## src/rtl/btn_action_conditioner.sv

```systemverilog
// Push-button front end: synchronise, debounce, classify short/long presses and
// stretch each press event into a fixed-length beep-enable window.
module btn_action_conditioner #(
    parameter bit          BTN_ACTIVE_LOW    = 1'b1,
    parameter int unsigned DEBOUNCE_CYCLES   = 1_000_000,
    parameter int unsigned LONG_PRESS_CYCLES = 250_000_000,
    parameter int unsigned BEEP_CYCLES       = 5_000_000
) (
    input  logic clk,
    input  logic rst,
    input  logic btn_raw,
    output logic btn_level,
    output logic btn_press,
    output logic btn_long,
    output logic btn_action
);

    localparam int DB_W   = $clog2(DEBOUNCE_CYCLES);
    localparam int HOLD_W = $clog2(LONG_PRESS_CYCLES);
    localparam int BEEP_W = $clog2(BEEP_CYCLES + 1);

    localparam logic [DB_W-1:0]   DB_LAST   = DB_W'(DEBOUNCE_CYCLES - 1);
    localparam logic [HOLD_W-1:0] HOLD_LAST = HOLD_W'(LONG_PRESS_CYCLES - 1);
    localparam logic [BEEP_W-1:0] BEEP_FULL = BEEP_W'(BEEP_CYCLES);

    localparam logic [1:0] IDLE      = 2'd0;
    localparam logic [1:0] PRESSED   = 2'd1;
    localparam logic [1:0] LONG_HELD = 2'd2;

    logic              sync1_q, sync1_d;
    logic              sync2_q, sync2_d;
    logic              level_q, level_d;
    logic [DB_W-1:0]   db_cnt_q, db_cnt_d;
    logic [1:0]        state_q, state_d;
    logic [HOLD_W-1:0] hold_cnt_q, hold_cnt_d;
    logic              press_q, press_d;
    logic              long_q, long_d;
    logic [BEEP_W-1:0] beep_cnt_q, beep_cnt_d;
    logic              action_q, action_d;

    // NOTE: every signal gets a default at the top of always_comb so no path
    // leaves one unassigned, which would otherwise infer a latch.
    always_comb begin
        sync1_d    = btn_raw ^ BTN_ACTIVE_LOW;
        sync2_d    = sync1_q;

        level_d    = level_q;
        db_cnt_d   = '0;
        state_d    = state_q;
        hold_cnt_d = hold_cnt_q;
        press_d    = 1'b0;
        long_d     = 1'b0;
        beep_cnt_d = beep_cnt_q;

        if (sync2_q != level_q) begin
            if (db_cnt_q == DB_LAST) begin
                level_d = sync2_q;
            end else begin
                db_cnt_d = db_cnt_q + 1'b1;
            end
        end

        case (state_q)
            IDLE: begin
                if (level_q) begin
                    press_d    = 1'b1;
                    hold_cnt_d = '0;
                    state_d    = PRESSED;
                end
            end
            PRESSED: begin
                // Release is checked first so it wins over a coincident threshold.
                if (!level_q) begin
                    state_d = IDLE;
                end else if (hold_cnt_q == HOLD_LAST) begin
                    long_d  = 1'b1;
                    state_d = LONG_HELD;
                end else begin
                    hold_cnt_d = hold_cnt_q + 1'b1;
                end
            end
            LONG_HELD: begin
                if (!level_q) begin
                    state_d = IDLE;
                end
            end
            default: state_d = IDLE;
        endcase

        if (press_q || long_q) begin
            beep_cnt_d = BEEP_FULL;
        end else if (beep_cnt_q != '0) begin
            beep_cnt_d = beep_cnt_q - 1'b1;
        end

        // Registered from the next count so the window starts one cycle after the pulse.
        action_d = (beep_cnt_d != '0);
    end

    // NOTE: sequential state uses non-blocking assignments only, so every flop
    // samples the pre-edge value of its neighbours regardless of statement order.
    always_ff @(posedge clk) begin
        if (rst) begin
            sync1_q    <= 1'b0;
            sync2_q    <= 1'b0;
            level_q    <= 1'b0;
            db_cnt_q   <= '0;
            state_q    <= IDLE;
            hold_cnt_q <= '0;
            press_q    <= 1'b0;
            long_q     <= 1'b0;
            beep_cnt_q <= '0;
            action_q   <= 1'b0;
        end else begin
            sync1_q    <= sync1_d;
            sync2_q    <= sync2_d;
            level_q    <= level_d;
            db_cnt_q   <= db_cnt_d;
            state_q    <= state_d;
            hold_cnt_q <= hold_cnt_d;
            press_q    <= press_d;
            long_q     <= long_d;
            beep_cnt_q <= beep_cnt_d;
            action_q   <= action_d;
        end
    end

    assign btn_level  = level_q;
    assign btn_press  = press_q;
    assign btn_long   = long_q;
    assign btn_action = action_q;

endmodule

```

## config.mk

```make
export PLATFORM = sky130hd
export DESIGN_NAME = btn_action_conditioner
export DESIGN_NICKNAME = d
export VERILOG_FILES = /design/src/rtl/btn_action_conditioner.sv
export SDC_FILE = /design/constraint.sdc
export NUM_CORES = 1
export LEC_CHECK = 0
export ABC_AREA = 1
export CORE_MARGIN = 3
export CORE_UTILIZATION = 25
export DETAILED_ROUTE_END_ITERATION = 8
export SETUP_SLACK_MARGIN = 0.3
export SYNTH_ARGS = -nofsm -noshare
export SYNTH_HDL_FRONTEND = slang
export SYNTH_SLANG_ARGS = --single-unit
```

## constraint.sdc

```tcl
create_clock -name clk -period 1.71 [get_ports clk]
set_input_delay 0.342 -clock clk [delete_from_list [all_inputs] [get_ports clk]]
set_output_delay 0.342 -clock clk [all_outputs]
set_load 0.02 [all_outputs]
```

* Yosys cells after proc, flatten, opt, wreduce, memory -nomap -nowiden
Cells that the tools add are included.
** Word-level totals
- Bits in registers :: 79
- Latch bits :: 0
- Bits in writable memories :: 0
- ROM bits :: 0
- Input port bits :: 3
- Word-level logic and storage cells :: 52
- Memories kept :: 0
** Operators by class
- Add/subtract/negate cells :: 3
- Multipliers :: 0
- Div/mod/pow operators :: 0
- $lt $le $gt $ge :: 0
- Equality and inequality tests :: 10
- Shifts and indexed selects :: 0
- Mux-type cells :: 13
- Bitwise operators :: 5
- Reductions and logical operators :: 11
** Operators by type and width (number)
- 28-bit two-way mux :: 3
- 28-bit one-hot mux with 2 select lines :: 1
- 23-bit two-way mux :: 2
- 23-bit nonzero test :: 2
- 28-bit by 1-bit adder with 28-bit output (second input constant) :: 1
- 28-bit equality test (second input constant) :: 1
- 23-bit by 1-bit subtractor with 23-bit output (second input constant) :: 1
- 20-bit by 1-bit adder with 20-bit output (second input constant) :: 1
- 20-bit equality test (second input constant) :: 1
- 2-bit two-way mux :: 4
- 2-bit != test (second input constant) :: 4
- 2-bit one-hot mux with 3 select lines :: 1
- 3-bit OR reduction :: 2
- 1-bit inverter :: 5
- 4-bit AND reduction :: 1
- 3-bit != test (second input constant) :: 1
- 3-bit AND reduction :: 1
- 2-bit by 1-bit equality test with 1-bit output (second input constant) :: 1
- 2-bit equality test (second input constant) :: 1
- 2-bit zero test :: 1
- 1-bit two-way mux :: 2
- 2-bit AND reduction :: 1
- 2-bit nonzero test :: 1
- 2-bit OR reduction :: 1
- 2 further kinds :: 2

* Logic depth before layout (Yosys ltp)
- Depth in word-level cells :: 4
- Gate-level depth with buffers :: 13
- Depth with buffers taken out :: 13

* Least setup slack after synthesis
OpenSTA, ideal clock, no wires.
- Kind :: register to register
- From :: register hold_cnt_q[0]
- To :: register hold_cnt_q[0]
- Library setup time :: 116 ps
- Arrival :: 1701 ps
- Required time :: 1594 ps
- Slack :: -107 ps
- Cell stages (with the launch flop) :: 11
- Period minus slack after synthesis :: 1817 ps
- Path through :: dfxtp_1 -> ha_1 -> nand2_2 -> nor2_4 -> nand2_4 -> nor3_2 -> nand4_2 -> nand2_4 -> inv_4 -> buf_6 -> o211a_1
** Between the ends
- Longest elaborated chain between the ends :: 4
** RTL lines
- from (decl) :: line 35 : logic [HOLD_W-1:0] hold_cnt_q, hold_cnt_d;
- from (signal assigned) :: line 120 : hold_cnt_q <= hold_cnt_d;
- 28-bit by 1-bit adder with 28-bit output :: line 79 : hold_cnt_d = hold_cnt_q + 1'b1;
- 28-bit two-way mux :: line 75 : end else if (hold_cnt_q == HOLD_LAST) begin
- 28-bit two-way mux :: line 73 : if (!level_q) begin
- 28-bit one-hot mux with 2 select lines :: line 63 : case (state_q)
Parallel ways exist; a longest one is shown, timed or not. The select of a mux whose other input is x is not followed.
A chain may end at the register's enable or synchronous reset.

* Worst setup path after layout
- From :: register beep_cnt_q[9]
- To :: register action_q, in the netlist btn_action
** Between the ends
- Longest elaborated chain between the ends :: 4
** RTL lines
- from (decl) :: line 38 : logic [BEEP_W-1:0] beep_cnt_q, beep_cnt_d;
- from (signal assigned) :: line 123 : beep_cnt_q <= beep_cnt_d;
- 23-bit by 1-bit subtractor with 23-bit output or 23-bit nonzero test (tied branches) :: line 93, 92
- 23-bit two-way mux (*) :: line 92 : end else if (beep_cnt_q != '0) begin
- 23-bit two-way mux (*) :: line 90 : if (press_q || long_q) begin
- 23-bit nonzero test (*) :: line 97 : action_d = (beep_cnt_d != '0);
- to (signal assigned) :: line 124 : action_q <= action_d;
- to (decl) :: line 39 : logic action_q, action_d;
Every way passes the cells marked *; elsewhere a longest branch is shown, timed or not.

==> impl_summary.log <==
INFO  metric outcome = finished, violations left
INFO  metric failed_checks = negative setup slack
INFO  metric firstDrtPassIters = 5
INFO  metric gp_congestion = 0.847
INFO  metric worst_case_hold_slack = 0.329 ns
INFO  metric tritoncts = yes
INFO  metric cp_top_family = simple AND/OR/NAND/NOR gates
INFO  metric netlist.area_leader.share = 0.357
INFO  metric setup.worst_path.start = beep_cnt_q[9]
INFO  metric worstHoldPathCells = 3
INFO  metric yosys.cell_types.count = 40
INFO  metric grt_pass1_wl = 22.1 mm
INFO  metric mean_area_per_synthesized_cell = 6.46 sq um
INFO  metric finalWorstSetupSlack = -0.0634 ns
INFO  metric worstPathMaxFanout = 17
INFO  metric worst_hold_path_type = primary input to flop
INFO  metric insertion_delay = 0.35 ns
INFO  metric grt_use_total = 0.140
INFO  metric power_density = 1580 mW/mm^2
INFO  metric syn-num-nets = 693
INFO  metric min_period = 1.77 ns
INFO  metric worstReg2RegEnd = btn_action
INFO  metric synth_enable_flop_cells = 0
INFO  metric dp_worst_setup_slack = -0.0878 ns
INFO  metric cts-htree-levels = 3
INFO  metric io_pins = 7
INFO  metric drt-initial-drc-count = 281
INFO  metric dieArea = 0.0194 sq mm
INFO  metric postRouteAntennaNets = 0
INFO  metric layout-area-overhead-vs-synth = 55.0%
INFO  metric cap_viol_max_count = 0
INFO  metric post-route-period-util = 1.04
INFO  metric numCtsBuffers = 9
INFO  metric timing.critical_path.required = 1.92 ns
INFO  metric setup.worst_path.end_class = flop
INFO  metric worst_pin_slew = 0.438 ns
INFO  metric route.final.wire_length = 13.5 mm
INFO  metric setup-violations-final = 20
INFO  metric critPathSlowestCell = sky130_fd_sc_hd__dfxtp_4
INFO  metric antenna_found_initial = 0
INFO  metric globalRouteOverflowTotal = 0
INFO  metric clock_pin_slew_reported_for_the_worst_setup_and_hold_paths_after_clock_tree_synthesis = 0.06 ns
INFO  metric setup.worst_path.end = btn_action
INFO  metric coreArea = 0.0173 sq mm
INFO  metric cts-root-to-sink-buffers = 2
INFO  metric cp-start-kind = flop
INFO  metric drt_drc_violations_left = 0
INFO  metric io_buffer_count = 6
INFO  metric cellLeakagePower = 2.88 nW
INFO  metric hpwlAfterDp = 9.23 mm
INFO  metric synth-seq-cells = 79
INFO  metric synth.top_cells.by_area = sky130_fd_sc_hd__dfxtp_1 36%, sky130_fd_sc_hd__nand2_1 14%, sky130_fd_sc_hd__nor2_1 11%
INFO  metric syn_inst = 686
INFO  metric finalClockSkew = 0.0105 ns
INFO  metric die_height = 139 um
INFO  metric async_reset_ff_frac = 0
INFO  metric seq_area_frac_synth = 0.357
INFO  metric cp_num_cells = 11
INFO  metric top_flip_flop_cell_by_instance_count_after_synthesis = sky130_fd_sc_hd__dfxtp_1
INFO  metric ctsRootBufferMaster = sky130_fd_sc_hd__clkbuf_16
INFO  metric largest_net_degree_at_the_start_of_global_routing = 38
INFO  metric first_global_vias = 4702
INFO  metric num-fill-cells = 1743
INFO  metric worstSetupPathType = flop to flop
INFO  metric hold_vio_cnt_final = 0
INFO  metric fin_tns_setup = -0.678 ns
INFO  metric final_common_cell = sky130_fd_sc_hd__nand2_1
INFO  metric post_drt_via_cell_ratio = 4.60
INFO  metric yosysTopAreaCell = sky130_fd_sc_hd__dfxtp_1
INFO  metric timing.critical_path.cells = nor2_4 -> nand2_4 -> nor2_4 -> nand3_4 -> buf_12 -> o21ai_2 -> nand3_1 -> nor2_2 -> nand2_1 -> nor2_1 -> a21oi_1
INFO  metric final_cell_mix = 132 x sky130_fd_sc_hd__nand2_1, 104 x sky130_fd_sc_hd__buf_4, 84 x sky130_fd_sc_hd__nor2_1
INFO  metric crit_path_max_incr_delay = 0.35 ns
INFO  metric clock-sinks = 79
INFO  metric detail_route.wl_per_cell = 12.9 um
INFO  metric timing.critical_path.mode_cell = sky130_fd_sc_hd__nor2_4
INFO  metric ys.warnings.count = 0
INFO  metric via_count = 4811
INFO  metric maxSlewViolCount = 0
INFO  metric initial_cell_density_of_the_core = 0.256
INFO  metric min-delay-start = rst
INFO  metric depth_of_the_worst_register_to_register_path = 11
INFO  metric fmax = 564 MHz
INFO  metric timing.slew.headroom = 0.708
INFO  metric worst_r2r_src = beep_cnt_q[9]
INFO  metric vdd.ir_drop.worst = 1.30 mV
INFO  metric post_route_cells_drive_above_1_share = 0.391
INFO  metric chipWidth = 139 um
INFO  metric antenna-diode-count = 0
INFO  metric post_cts_hold_buffer_count = 0
INFO  metric placement_rows = 48
INFO  metric worst-r2r-setup-slack = -0.06 ns
INFO  metric rsz_0062_raised_after_global_routing = true
INFO  metric nNetsFinal = 825
INFO  metric path_buf_inv = 1
INFO  metric critical_path_arrival = 1.98 ns
INFO  metric synth_area = 0.00443 sq mm
-- cell families (layout without fill, tap and decap cells) --
logic type / after synthesis / after routing / synth area share
AND/OR/NAND/NOR: 435 / 435 / 0.439
XOR/XNOR: 17 / 17 / 0.0336
flip-flops: 79 / 79 / 0.357
buffers and inverters: 92 / 228 / 0.0859
AO/OA/AOI/OAI: 59 / 59 / 0.0737
adder cells (fa/ha/maj): 4 / 4 / 0.0113
-- synth_stat cells (all sizes together) (2+ instances only) --
cell    number
a21oi       36
a31oi        2
and3         2
buf          8
clkbuf       7
dfxtp       79
ha           4
inv         77
nand2      175
nand3       49
nand3b       7
nand4       28
nor2       132
nor3        29
nor3b        4
nor4         6
o21a         2
o21ai       14
xnor2        5
xor2        12
-- report_power, final --
part | total (W) | internal (W) | switching, W | leakage (nW)
sequential | 0.00248 | 0.00215 | 0.000337 | 0.649
clock | 0.00175 | 0.000974 | 0.000772 | 0.121
combinational | 0.00662 | 0.00294 | 0.00368 | 2.11
total | 0.0108 | 0.00606 | 0.00479 | 2.88
-- cell type report --
| class | instances | area (sq um) | share of cell area |
|---|---|---|---|
| inverter | 77 | 309 | 0.0450 |
| sequential | 79 | 1620 | 0.235 |
| clock buffer | 10 | 229 | 0.0333 |
| tap | 225 | 282 | 0.0410 |
| timing repair buffer | 136 | 1220 | 0.177 |
| clock inverter | 5 | 36.3 | 0.00528 |
| multi-input combinational | 515 | 3180 | 0.463 |
-- how the worst min path moves through the flow --
stage	to
6_report	hold_cnt_q[0]
5_1_grt	hold_cnt_q[0]
4_1_cts	hold_cnt_q[0]
3_5_place_dp	sync2_q
3_3_place_gp	sync2_q
2_1_floorplan	sync2_q
-- per-stage QoR --
stage               total power, W  instances  cell area, sq um  utilization
global placement           0.00774        995              5590        0.323
CTS                        0.00988       1040              6500        0.376
global route                0.0117       1047              6870        0.397
floorplan                  0.00576        686              4630            -
detailed placement         0.00774        995              5590        0.323
finish                      0.0108       1047              6870        0.397
-- worst min-delay path, cell delays in order --
cell	delay [ns]
sky130_fd_sc_hd__buf_2	0.09
sky130_fd_sc_hd__inv_1	0.08
sky130_fd_sc_hd__o211a_1	0.13
-- registers in the layout (all words and copies together) (netlist names) --
name,count
btn_press,1
btn_action,1
sync2_q,1
hold_cnt_q,28
btn_level,1
db_cnt_q,20
sync1_q,1
btn_long,1
beep_cnt_q,23
state_q,2
-- metal layers --
| layer | GRT usage | part of all wire |
|---|---|---|
| met5 | 0 | 0 |
| met4 | 0.0551 | 0.033 |
| met2 | 0.235 | 0.49 |
| met3 | 0.0372 | 0.047 |
| met1 | 0.171 | 0.43 |
-- timing repair --
| item | CTS | global route |
|---|---|---|
| cloned | 3 | 0 |
| endpoints found under the setup margin | 65 | 71 |
| pin swaps | 39 | 35 |
| resized for setup | 111 | 80 |
| hold endpoints to repair | 0 | 0 |
| buffers inserted | 27 | 7 |
No activity file was read; power rests on OpenSTA's default activity.
